===== src/rtl/bp_pkg.sv =====
// Shared definitions for the branch-resolution slice.
//   PC_W          : program-counter width
//   pred_entry_t  : one in-flight prediction (instruction PC + predicted next PC)
//   state_t       : resolve FSM states
package bp_pkg;

  localparam int PC_W = 48;

  typedef struct packed {
    logic [PC_W-1:0] pc;
    logic [PC_W-1:0] pred_pc;
  } pred_entry_t;

  typedef enum logic {
    RUN   = 1'b0,
    FLUSH = 1'b1
  } state_t;

endpackage : bp_pkg


===== src/rtl/br_resolve_pred_fifo.sv =====
// In-order queue of fetch-side predictions awaiting resolution.
//   clk, n_reset : clock, asynchronous active-low reset
//   push, din    : append an entry (ignored when full unless popping too)
//   pop          : discard the head entry (ignored when empty)
//   clear        : drop every entry; wins over push and pop
//   head         : oldest entry (undefined when count == 0)
//   count        : occupancy, 0..DEPTH
module pred_fifo
  import bp_pkg::*;
#(
  parameter int DEPTH = 8
) (
  input  logic                       clk,
  input  logic                       n_reset,
  input  logic                       push,
  input  pred_entry_t                din,
  input  logic                       pop,
  input  logic                       clear,
  output pred_entry_t                head,
  output logic [$clog2(DEPTH+1)-1:0] count
);

  localparam int PTR_W = $clog2(DEPTH);
  localparam int CNT_W = $clog2(DEPTH + 1);
  localparam logic [CNT_W-1:0] FULL_CNT = CNT_W'(DEPTH);

  pred_entry_t       mem [DEPTH];
  logic [PTR_W-1:0]  rd_ptr;
  logic [PTR_W-1:0]  wr_ptr;
  logic              pop_ok;
  logic              push_ok;

  // A pop frees a slot in the same cycle, so a push while full is legal then.
  assign pop_ok  = pop && (count != '0);
  assign push_ok = push && ((count != FULL_CNT) || pop_ok);
  assign head    = mem[rd_ptr];

  // NOTE: storage has no reset; count and pointers alone define validity,
  // and leaving the array unreset lets it map onto plain RAM/flops cheaply.
  always_ff @(posedge clk) begin
    if (push_ok && !clear) mem[wr_ptr] <= din;
  end

  // Pointers are power-of-two wide, so +1 wraps modulo DEPTH on its own.
  always_ff @(posedge clk or negedge n_reset) begin
    if (!n_reset) begin
      rd_ptr <= '0;
      wr_ptr <= '0;
      count  <= '0;
    end else if (clear) begin
      rd_ptr <= '0;
      wr_ptr <= '0;
      count  <= '0;
    end else begin
      if (pop_ok)  rd_ptr <= rd_ptr + 1'b1;
      if (push_ok) wr_ptr <= wr_ptr + 1'b1;
      case ({push_ok, pop_ok})
        2'b10:   count <= count + 1'b1;
        2'b01:   count <= count - 1'b1;
        default: count <= count;
      endcase
    end
  end

endmodule : pred_fifo


===== src/rtl/br_resolve.sv =====
// Execute-side branch resolution: compares each resolved next-PC against
// the oldest queued prediction and produces predictor/fetch feedback.
//   clk, n_reset           : clock, asynchronous active-low reset
//   enq_valid/pc/pred_pc   : fetch pushes a prediction
//   enq_ready              : room in queue and not flushing
//   res_valid/pc/next_pc   : execute resolves the oldest instruction
//   mispred, hit           : one-cycle result pulses (registered)
//   flush                  : held FLUSH_LEN cycles after a mispredict
//   correct_pc, index_pc   : redirect target / offending PC, held until next mispredict
//   count                  : queue occupancy
//   sync_err               : sticky, resolution did not line up with the queue head
module br_resolve
  import bp_pkg::*;
#(
  parameter int DEPTH     = 8,
  parameter int FLUSH_LEN = 2
) (
  input  logic                       clk,
  input  logic                       n_reset,
  input  logic                       enq_valid,
  input  logic [47:0]                enq_pc,
  input  logic [47:0]                enq_pred_pc,
  output logic                       enq_ready,
  input  logic                       res_valid,
  input  logic [47:0]                res_pc,
  input  logic [47:0]                res_next_pc,
  output logic                       mispred,
  output logic                       hit,
  output logic                       flush,
  output logic [47:0]                correct_pc,
  output logic [47:0]                index_pc,
  output logic [$clog2(DEPTH+1)-1:0] count,
  output logic                       sync_err
);

  localparam int CNT_W  = $clog2(DEPTH + 1);
  localparam int FCNT_W = $clog2(FLUSH_LEN + 1);
  localparam logic [CNT_W-1:0]  FULL_CNT   = CNT_W'(DEPTH);
  localparam logic [FCNT_W-1:0] FLUSH_LOAD = FCNT_W'(FLUSH_LEN - 1);

  state_t            state, state_next;
  logic [FCNT_W-1:0] fcnt, fcnt_next;

  pred_entry_t head;
  pred_entry_t din;
  logic        do_res;
  logic        q_empty;
  logic        head_match;
  logic        hit_c;
  logic        mis_c;
  logic        err_c;
  logic        push;

  assign din.pc      = enq_pc;
  assign din.pred_pc = enq_pred_pc;

  assign enq_ready = (count != FULL_CNT) && (state == RUN);
  assign flush     = (state == FLUSH);

  // Resolution decode. Results arriving while flushing are wrong-path.
  always_comb begin
    do_res     = res_valid && (state == RUN);
    q_empty    = (count == '0);
    head_match = (head.pc == res_pc);
    hit_c      = do_res && !q_empty && head_match && (res_next_pc == head.pred_pc);
    // A PC mismatch is also redirected: the queue no longer reflects reality.
    mis_c      = do_res && !q_empty && !hit_c;
    err_c      = do_res && (q_empty || !head_match);
    // Enqueue while full is still taken when the head pops this cycle.
    push       = enq_valid && (state == RUN) && ((count != FULL_CNT) || hit_c);
  end

  pred_fifo #(.DEPTH(DEPTH)) u_fifo (
    .clk     (clk),
    .n_reset (n_reset),
    .push    (push),
    .din     (din),
    .pop     (hit_c),
    .clear   (mis_c),
    .head    (head),
    .count   (count)
  );

  // FSM state register
  always_ff @(posedge clk or negedge n_reset) begin
    if (!n_reset) begin
      state <= RUN;
      fcnt  <= '0;
    end else begin
      state <= state_next;
      fcnt  <= fcnt_next;
    end
  end

  // NOTE: every combinational output gets a default first so no path
  // leaves it unassigned, which would otherwise infer a latch.
  always_comb begin
    state_next = state;
    fcnt_next  = fcnt;
    case (state)
      RUN: begin
        if (mis_c) begin
          state_next = FLUSH;
          fcnt_next  = FLUSH_LOAD;
        end
      end
      FLUSH: begin
        if (fcnt == '0) state_next = RUN;
        else            fcnt_next  = fcnt - 1'b1;
      end
      default: state_next = RUN;
    endcase
  end

  // NOTE: registered state uses non-blocking assignments so every flop
  // samples pre-edge values regardless of statement order.
  always_ff @(posedge clk or negedge n_reset) begin
    if (!n_reset) begin
      mispred    <= 1'b0;
      hit        <= 1'b0;
      correct_pc <= '0;
      index_pc   <= '0;
      sync_err   <= 1'b0;
    end else begin
      mispred <= mis_c;
      hit     <= hit_c;
      if (err_c) sync_err <= 1'b1;
      if (mis_c) begin
        correct_pc <= res_next_pc;
        // On a genuine mispredict head.pc equals res_pc; on a sync error
        // the resolved PC is the one to report, so res_pc covers both.
        index_pc   <= res_pc;
      end
    end
  end

endmodule : br_resolve


===== config.mk =====
export PLATFORM = sky130hd
export DESIGN_NAME = br_resolve
export DESIGN_NICKNAME = d
export VERILOG_FILES = /design/src/rtl/bp_pkg.sv /design/src/rtl/br_resolve_pred_fifo.sv /design/src/rtl/br_resolve.sv
export SDC_FILE = /design/constraint.sdc
export NUM_CORES = 1
export LEC_CHECK = 0
export BUFFER_PORTS_ARGS = -buffer_cell sky130_fd_sc_hd__buf_2
export CAP_MARGIN = 20
export CORE_MARGIN = 5
export CORE_UTILIZATION = 48
export CTS_BUF_LIST = sky130_fd_sc_hd__clkbuf_4 sky130_fd_sc_hd__clkbuf_8
export DETAILED_ROUTE_END_ITERATION = 7
export PLACE_DENSITY = 0.66
export SLEW_MARGIN = 20
export SYNTH_ARGS = -nofsm -noshare
export SYNTH_HDL_FRONTEND = slang
export SYNTH_HIERARCHICAL = 1
export SYNTH_SLANG_ARGS = --single-unit

===== constraint.sdc =====
create_clock -name clk -period 16.7 [get_ports clk]
set_input_delay 2.505 -clock clk [delete_from_list [all_inputs] [get_ports clk]]
set_output_delay 2.505 -clock clk [all_outputs]
set_load 0.01 [all_outputs]

==> metrics.csv, run 1 <==
stage,metric,value,unit
floorplanning,die_area,0.0774,mm2
global_routing,grt_use_total,20.4,%
detailed_routing,avgViaCountPerCell,5.51,
layout,fin_cells,3030,
sta,finalSetupViolations,0,
yosys,synth.yosys.seq_area_share,74.9,%
placement,port_buffers,300,
pwr,leakage,13.3,nW
floorplanning,start_util,48.4,%
sta,rsz0062_at_grt,no,
yosys,synth_edf_count,768,
sta,fin_crit_sh,43.5,%
detailed_routing,ant_nets,0,
sta,fin_crit,7260,ps
placement,gp_congestion,0.776,
clocking,cts_setup_buffers,0,
floorplanning,pin_count,301,
layout,nFillCells,5430,
clocking,cts_buffers,141,
floorplanning,die_w,278,um
clocking,htreeDepth,4,
layout,drive_above_1_share,46.5,%
detailed_routing,wirelength,78.7,mm
layout,nNetsFinal,2159,
sta,setup_slack,9440,ps
layout,layout_commonest_cell,edfxtp_1,
worst_setup_path,required,17080,ps
clocking,clockRootBuffer,clkbuf_8,
global_routing,antenna_found_initial,27,
yosys,netlist-cell-type-count,44,
clocking,cts.sinks,880,
worst_setup_path,cp-end-kind,flop,
clocking,ctsResizeCount,0,
yosys,yosys.area.top_type,edfxtp_1,
global_routing,grt_first_pass_wirelength,117,mm
floorplanning,die_y,278,um
pwr,power_density,136,mW/mm2
detailed_routing,drtPass1Iterations,5,
global_routing,grt_pass1_vias,17763,
hold_path,min_path_type,reg -> reg,
worst_setup_path,cp_max_fo,62,
detailed_routing,vias,16695,
sta,worstMarginPinSlew,1060,ps
clocking,path_clk_slew,60,ps
yosys,avgSynthCellArea,22.2,um2
layout,area_growth_syn_to_layout,15.6,%
sta,fin_tns_setup,0,ps
yosys,syn-cell-area,0.0345,mm2
yosys,netlist_instances,1552,
run_status,status,"complete, no violations",
sta,hold_violations,0,
placement,dp_slack,8950,ps
worst_setup_path,crit_arrival,7640,ps
layout,mostFrequentLayoutCells,"edfxtp_1 (768), buf_2 (299), mux2_2 (192), mux4_2 (192), clkbuf_8 (156)",
worst_setup_path,setup.worst_path.start_class,flop,
yosys,yosysWarnings,6,
worst_setup_path,critPathKind,reg -> reg,
sta,finalMaxSlewViolations,0,
detailed_routing,drtIter0Drc,1313,
yosys,syn_nets,1754,
detailed_routing,drc,0,
global_routing,grt_max_degree,121,
yosys,ys_seq_elements,880,
sta,max_slew_margin,29.3,%
floorplanning,rows,98,
clocking,cts_tree,built,
placement,placedCellCount,2763,
yosys,async_flop_share,12.7,%
pwr,ir_worst_vdd,0.0610,mV
global_routing,grt-ovfl-total,0,
yosys,ys_top_cells_by_area,"edfxtp_1 (67%), mux4_2 (13%), dfrtp_1 (8.1%)",
clocking,cts_hold_buf,0,
yosys,synth_top_area_share,66.8,%
clocking,clkLatencyLatePin,760,ps
clocking,clk_path_buf_depth,3,
floorplanning,core-area,0.0714,mm2
placement,dp_hpwl,48.8,mm
sta,timing.fmax,138,MHz
yosys,synth_ff_type,edfxtp_1,
pwr,p_total,0.00542,W
job,maxCapViolations,0,
sta,fin_skew,31.2,ps
detailed_routing,wl_per_cell,26.0,um
[critical path, cell delays in order (launching register included)]
cell	delay [ps]
dfrtp_4	930
buf_4	860
mux4_2	420
mux2_2	280
xnor2_1	150
nand4_1	150
nor4_1	590
nand3_1	370
nor4_2	790
o211a_1	490
o211ai_1	410
nor4_2	300
buf_4	400
buf_4	630
[final cells by class]
cell class	count	area (um2)	area share, %
Sequential cell	880	25900	64.9
Timing Repair Buffer	331	1780	4.45
Inverter	7	26.3	0.0659
Clock buffer	208	2540	6.36
Antenna cell	8	20.0	0.0502
Multi-Input combinational cell	596	8180	20.5
Tap cell	950	1190	2.98
Clock inverter	50	289	0.724
[logic make-up (layout without fill, tap and decap cells)]
kind of cell	after synthesis	count (layout)	share of synthesized area (%)
fa+ha+maj	6	6	0.239
other cells	0	8	0
flops	880	880	74.9
compound gates	18	18	0.446
simple gates	81	81	1.28
xor+xnor	101	101	2.56
buf+inv	76	596	1.55
mux	390	390	19.0
[Yosys cell counts, drive strengths merged (2+ instances only)]
cell	n
o21ai	2
dfrtp	112
mux2	194
xor2	19
nand4	22
a2111oi	2
a21oi	4
xnor2	82
edfxtp	768
o211ai	2
a31oi	2
clkbuf	19
buf	50
nand3	2
o211a	2
mux2i	4
nor2b	2
inv	7
nor4	12
mux4	192
or3	2
nor2	20
nand2	7
ha	5
nand2b	3
nor3	5
[power by group]
part	switching [W]	internal (W)	leakage [nW]	total (W)
sequential	0.000102	0.00268	8.26	0.00278
combinational	0.000466	0.000365	3.61	0.000831
clock	0.000806	0.00100	1.48	0.00181
total	0.00137	0.00405	13.3	0.00542
[state kept, by name, summed over array words and instances (netlist names)]
name	count
flush	1
correct_pc	48
mispred	1
u_fifo/rd_ptr	3
fcnt	2
index_pc	48
hit	1
u_fifo/wr_ptr	3
sync_err	1
u_fifo/count	4
u_fifo/mem	768
[path summary, 6_finish.rpt]
path	to	slack, ps	depth (start not counted)	from
worst max register to register	u_fifo/mem[4][30]	9440	13	u_fifo/rd_ptr[1]
min in group asynchronous	correct_pc[45]	1660	1	n_reset
max in group asynchronous	u_fifo/rd_ptr[2]	13870	2	n_reset
worst min-delay path	correct_pc[47]	500	1	correct_pc[47]
worst max-delay path	u_fifo/mem[4][30]	9440	13	u_fifo/rd_ptr[1]
worst min register to register	correct_pc[47]	500	1	correct_pc[47]
[metal layers]
layer	global-route usage, %	vias to the layer above	part of all wire (%)
met5	0	-	0.14
met4	5.90	16	1.8
met3	5.89	110	6.8
met2	32.8	517	50
met1	27.5	8825	41
li1	-	7227	-
[metrics by stage]
step	util [%]	cell area (um2)	hold slack (ps)
after detailed placement	51.9	37000	489
final	55.9	39900	501
after CTS	55.8	39800	501
after global routing	55.9	39900	516
after global placement	51.9	37000	481
after floorplan	-	34500	495
(Power assumes the default switching activity.)
==> run 2, diff against run 1 <==
--- a/config.mk
+++ b/config.mk
@@ -11,7 +11,7 @@
 export CORE_UTILIZATION = 48
 export CTS_BUF_LIST = sky130_fd_sc_hd__clkbuf_4 sky130_fd_sc_hd__clkbuf_8
 export DETAILED_ROUTE_END_ITERATION = 7
-export PLACE_DENSITY = 0.66
+export PLACE_DENSITY = 0.69
 export SLEW_MARGIN = 20
 export SYNTH_ARGS = -nofsm -noshare
 export SYNTH_HDL_FRONTEND = slang
==> constraint.sdc (replaced) <==
create_clock -name clk -period 6.2 [get_ports clk]
set_input_delay 0.93 -clock clk [delete_from_list [all_inputs] [get_ports clk]]
set_output_delay 0.93 -clock clk [all_outputs]
set_load 0.01 [all_outputs]
==> run 2 against run 1 <==
  * Power rose to 2.7 times the previous value
  * Clock skew fell by 6.2 ps
  * Sequential cell count did not move
  * Register-to-register slack got worse by 8900 ps
  * Non-clock buffer count rose by 33
  * Final area rose by 1.4%
  * Hold slack got worse by 260 ps
  * Largest power group unchanged
  * Largest cell class unchanged
==> metrics.csv, run 2 (synthesis gave the netlist of run 1 again) <==
stage,metric,value,unit
layout,postLayoutCellArea,0.0405,mm2
worst_setup_path,required,6890,ps
floorplanning,core-area,0.0714,mm2
pwr,ir_worst_vdd,0.221,mV
placement,dp_hpwl,49.7,mm
sta,setup_slack,584,ps
worst_setup_path,cp-end-kind,flop,
clocking,cts.sinks,880,
pwr,seqPwrFrac,51.3,%
placement,port_buffers,300,
floorplanning,start_util,48.4,%
worst_setup_path,slowest_delay,770,ps
layout,nNetsFinal,2194,
placement,dpl-instance-area,0.0376,mm2
clocking,path_clk_slew,60,ps
detailed_routing,vias,17046,
placement,gp_congestion,0.802,
floorplanning,die_y,278,um
clocking,htreeDepth,4,
detailed_routing,avgViaCountPerCell,5.55,
pwr,combPwrFrac,15.8,%
hold_path,min_path_type,in -> async,
clocking,clk_path_buf_depth,3,
detailed_routing,wirelength,78.2,mm
pwr,power_density,361,mW/mm2
pwr,leakage,13.6,nW
layout,area_growth_syn_to_layout,17.2,%
layout,fin_cells,3070,
global_routing,grt-ovfl-total,0,
sta,worstMarginPinSlew,835,ps
layout,drive_above_1_share,47.1,%
layout,largest_reg_flops,768,
sta,rsz0062_at_grt,no,
global_routing,grt_max_degree,100,
worst_setup_path,setup.worst_path.start_class,flop,
worst_setup_path,cp_num_buf_inv,3,
run_status,status,"complete, no violations",
sta,fin_skew,25.0,ps
global_routing,grt_first_pass_wirelength,116,mm
pwr,internal-power,0.0109,W
floorplanning,pin_count,301,
sta,timing.fmax,178,MHz
clocking,clkLatencyLatePin,780,ps
worst_setup_path,critPathKind,reg -> reg,
clocking,ctsResizeCount,0,
layout,mostFrequentLayoutCells,"edfxtp_1 (768), buf_2 (299), mux2_2 (192), mux4_2 (192), clkbuf_8 (156)",
worst_setup_path,cp_cell_sequence,buf_12 -> buf_4 -> mux4_2 -> mux2_2 -> xnor2_1 -> nand4_1 -> nor4_1 -> nand2_1 -> nor4_4 -> buf_4 -> o41ai_4 -> nor2_1 -> ha_1 -> a21oi_1 -> nand2_1 -> or3_1 -> nand4_1,
worst_setup_path,crit_slowest_cell,dfrtp_4,
detailed_routing,wl_per_cell,25.5,um
sta,max_slew_margin,44.4,%
placement,dp_slack,318,ps
pwr,switching_share,25.5,%
sta,fin_crit_sh,90.6,%
clocking,cts_buffers,143,
layout,layout_commonest_cell,edfxtp_1,
detailed_routing,drtIter0Drc,1426,
worst_setup_path,path_delay_family,simple AND/OR/NAND/NOR gates,
clocking,cts_hold_buf,0,
detailed_routing,drtPass1Iterations,5,
layout,top_regs,"u_fifo/mem x768, correct_pc x48, index_pc x48",
clocking,cts_setup_buffers,0,
layout,regMostFlops,u_fifo/mem,
global_routing,grt_pass1_vias,17990,
floorplanning,die_w,278,um
pwr,p_total,0.0146,W
job,maxCapViolations,0,
pwr,p_sw,0.00372,W
worst_setup_path,cp_max_fo,35,
placement,placedCellCount,2797,
sta,finalMaxSlewViolations,0,
clocking,cts_tree,built,
clocking,clockRootBuffer,clkbuf_8,
global_routing,antenna_found_initial,27,
sta,finalSetupViolations,0,
detailed_routing,drc,0,
floorplanning,die_area,0.0774,mm2
floorplanning,rows,98,
worst_setup_path,crit_arrival,6310,ps
sta,hold_violations,0,
pwr,clockPowerShare,33.0,%
global_routing,grt_use_total,20.2,%
sta,fin_crit,5620,ps
sta,holdWs,238,ps
detailed_routing,ant_nets,0,
## run 2: area by class of cell
class,instances,area [um2]
well taps,950,1190
flip-flops and latches,880,25900
clock buffers,201,2480
repair buffers,364,2310
diodes,11,27.5
inverters,7,26.3
fillers,5355,30900
clock inverters,61,304
multi-input cells,596,8230
## run 2: final timing paths
| path | slack (ps) | end | start | cells past startpoint |
|---|---|---|---|---|
| max | 580 | u_fifo/count[3] | u_fifo/rd_ptr[0] | 17 |
| min | 240 | correct_pc[4] | n_reset | 1 |
| max reg2reg | 580 | u_fifo/count[3] | u_fifo/rd_ptr[0] | 17 |
| min reg2reg | 500 | index_pc[1] | index_pc[1] | 1 |
| max in group asynchronous | 4770 | u_fifo/rd_ptr[0] | n_reset | 2 |
| min in group clk | 420 | u_fifo/mem[7][7] | enq_pred_pc[7] | 1 |
## run 2: power by group through the flow
stage	Combinational (W)	Clock, W	Sequential [W]
floorplan	0.00120	0	0.00776
global placement	0.00228	0	0.00757
detailed placement	0.00232	0	0.00760
CTS	0.00233	0.00493	0.00749
global route	0.00246	0.00525	0.00755
finish	0.00230	0.00482	0.00749
## run 2: routing by layer
metal | up-vias | GRT usage [%] | share of wire [%]
met5 | - | 0 | 0.19
met4 | 22 | 7.07 | 2.6
met3 | 121 | 5.49 | 6.8
met2 | 588 | 32.4 | 50
met1 | 9000 | 27.1 | 40
li1 | 7315 | - | -
## run 2: stage by stage
| step | TNS (ps) | utilization (%) |
|---|---|---|
| global placement | 0 | 52.7 |
| CTS | 0 | 56.6 |
| finish | 0 | 56.7 |
| floorplan | -187800 | - |
| detailed placement | 0 | 52.7 |
| global route | 0 | 56.7 |
## run 2: worst register-to-register path: stages (launching register included)
cell,delay [ps]
dfrtp_4,770
buf_12,400
buf_4,250
mux4_2,520
mux2_2,280
xnor2_1,310
nand4_1,230
nor4_1,440
nand2_1,250
nor4_4,330
buf_4,220
o41ai_4,100
nor2_1,300
ha_1,340
a21oi_1,270
nand2_1,110
or3_1,350
nand4_1,90
==> run 3, diff against run 2 <==
--- a/config.mk
+++ b/config.mk
@@ -8,10 +8,10 @@
 export BUFFER_PORTS_ARGS = -buffer_cell sky130_fd_sc_hd__buf_2
 export CAP_MARGIN = 20
 export CORE_MARGIN = 5
-export CORE_UTILIZATION = 48
+export CORE_UTILIZATION = 46
 export CTS_BUF_LIST = sky130_fd_sc_hd__clkbuf_4 sky130_fd_sc_hd__clkbuf_8
 export DETAILED_ROUTE_END_ITERATION = 7
-export PLACE_DENSITY = 0.69
+export PLACE_DENSITY = 0.67
 export SLEW_MARGIN = 20
 export SYNTH_ARGS = -nofsm -noshare
 export SYNTH_HDL_FRONTEND = slang
==> run 3 against run 2 <==
  * First-iteration DRC count up 2.4%
  * Count of clock-buffer cells in the layout up 16
  * Register-to-register slack better by 98 ps
  * Final area about the same
  * Critical endpoint is now u_fifo/mem[5][76]
  * Largest power group unchanged
  * Highest routed layer unchanged
==> metrics.csv, run 3 (synthesis gave the netlist of run 1 again) <==
stage,metric,value,unit
run_status,status,"complete, no violations",
clocking,ctsResizeCount,0,
floorplanning,die_area,0.0806,mm2
global_routing,grt-ovfl-total,0,
worst_setup_path,cp_max_fo,34,
pwr,ir_worst_vdd,0.216,mV
sta,finalSetupViolations,0,
hold_path,min_path_type,in -> async,
clocking,cts_hold_buf,0,
pwr,leakage,13.6,nW
sta,finalMaxSlewViolations,0,
placement,port_buffers,300,
detailed_routing,avgViaCountPerCell,5.47,
worst_setup_path,crit_arrival,5910,ps
clocking,clkLatencyLatePin,770,ps
sta,hold_violations,0,
placement,dpl-instance-area,0.0375,mm2
clocking,cts_buffers,143,
layout,regMostFlops,u_fifo/mem,
clocking,clk_path_buf_depth,3,
floorplanning,start_util,46.4,%
placement,placedCellCount,2804,
floorplanning,die_w,284,um
clocking,clockRootBuffer,clkbuf_8,
global_routing,grt_pass1_vias,18080,
layout,nNetsFinal,2182,
clocking,cts.sinks,880,
global_routing,grt_use_total,19.9,%
detailed_routing,ant_nets,0,
sta,worstMarginPinSlew,965,ps
sta,fin_tns_setup,0,ps
sta,timing.fmax,181,MHz
detailed_routing,drc,0,
layout,area_growth_syn_to_layout,17.2,%
layout,mostFrequentLayoutCells,"edfxtp_1 (768), buf_2 (299), mux2_2 (192), mux4_2 (192), clkbuf_8 (157)",
floorplanning,rows,100,
layout,fin_cells,3083,
placement,gp_congestion,0.809,
layout,top_regs,"u_fifo/mem x768, correct_pc x48, index_pc x48",
global_routing,grt_max_degree,75,
clocking,cts_setup_buffers,0,
sta,fin_skew,22.7,ps
placement,dp_hpwl,49.7,mm
floorplanning,die_y,284,um
detailed_routing,drtPass1Iterations,5,
layout,drive_above_1_share,47.0,%
sta,fin_crit_sh,89.0,%
detailed_routing,wirelength,80.3,mm
pwr,power_density,365,mW/mm2
layout,largest_reg_flops,768,
global_routing,antenna_found_initial,26,
job,maxCapViolations,0,
detailed_routing,wl_per_cell,26.0,um
worst_setup_path,required,6590,ps
worst_setup_path,critPathKind,reg -> reg,
clocking,htreeDepth,4,
clocking,path_clk_slew,60,ps
sta,max_slew_margin,35.6,%
worst_setup_path,cp-end-kind,flop,
pwr,p_total,0.0148,W
sta,rsz0062_at_grt,no,
detailed_routing,vias,16861,
sta,fin_crit,5520,ps
floorplanning,core-area,0.0744,mm2
global_routing,grt_first_pass_wirelength,119,mm
layout,layout_commonest_cell,edfxtp_1,
floorplanning,pin_count,301,
detailed_routing,drtIter0Drc,1460,
clocking,cts_tree,built,
layout,postLayoutCellArea,0.0404,mm2
worst_setup_path,rr_worst_depth,14,
worst_setup_path,setup.worst_path.start_class,flop,
==> run 3: final cells by class <==
cell class / instances / area (um2)
clock inverter: 45 / 282
timing repair buffer: 352 / 2160
inverter: 7 / 26.3
sequential: 880 / 25900
clock buffer: 217 / 2610
multi-input combinational: 596 / 8230
fill: 5620 / 34000
antenna: 17 / 42.5
tap: 969 / 1210
==> run 3: worst paths after layout <==
path,slack [ps],end,from
setup / recovery,680,u_fifo/mem[5][76],u_fifo/rd_ptr[0]
hold / removal,210,index_pc[46],n_reset
setup reg to reg,680,u_fifo/mem[5][76],u_fifo/rd_ptr[0]
hold reg to reg,500,sync_err,sync_err
max in group asynchronous,4510,u_fifo/rd_ptr[2],n_reset
min in group clk,430,correct_pc[11],res_next_pc[11]
==> run 3: layer usage <==
metal  vias up  part of all wire, %  track usage [%]
met5         -                0.067                0
met4         8                  1.8             5.71
met3       109                  6.8             5.68
met2       510                   51             32.6
met1      8938                   40             26.3
li1       7296                    -                -
==> run 3: metrics by stage <==
step / hold WS, ps / util [%] / setup slack [ps]
2_1_floorplan: 495 / - / -675
5_1_grt: 196 / 54.3 / 291
3_3_place_gp: 481 / 50.4 / 737
6_report: 212 / 54.3 / 682
3_5_place_dp: 483 / 50.4 / 707
4_1_cts: 152 / 54.3 / 680
==> run 3: report_power, final <==
group	switching, W	internal [W]	leakage, nW
clock network	0.00218	0.00281	1.52
registers	0.000285	0.00722	8.26
logic	0.00127	0.00101	3.79
==> run 3: critical path: stages, from the launching register on <==
cell,delay [ps]
dfrtp_4,620
buf_4,430
mux4_2,560
mux2_2,280
xnor2_1,250
nand4_1,220
nor4_1,410
nand3_1,230
buf_4,220
nor4_4,340
o211a_1,380
o211ai_1,250
buf_4,240
nor2_4,140
buf_4,510
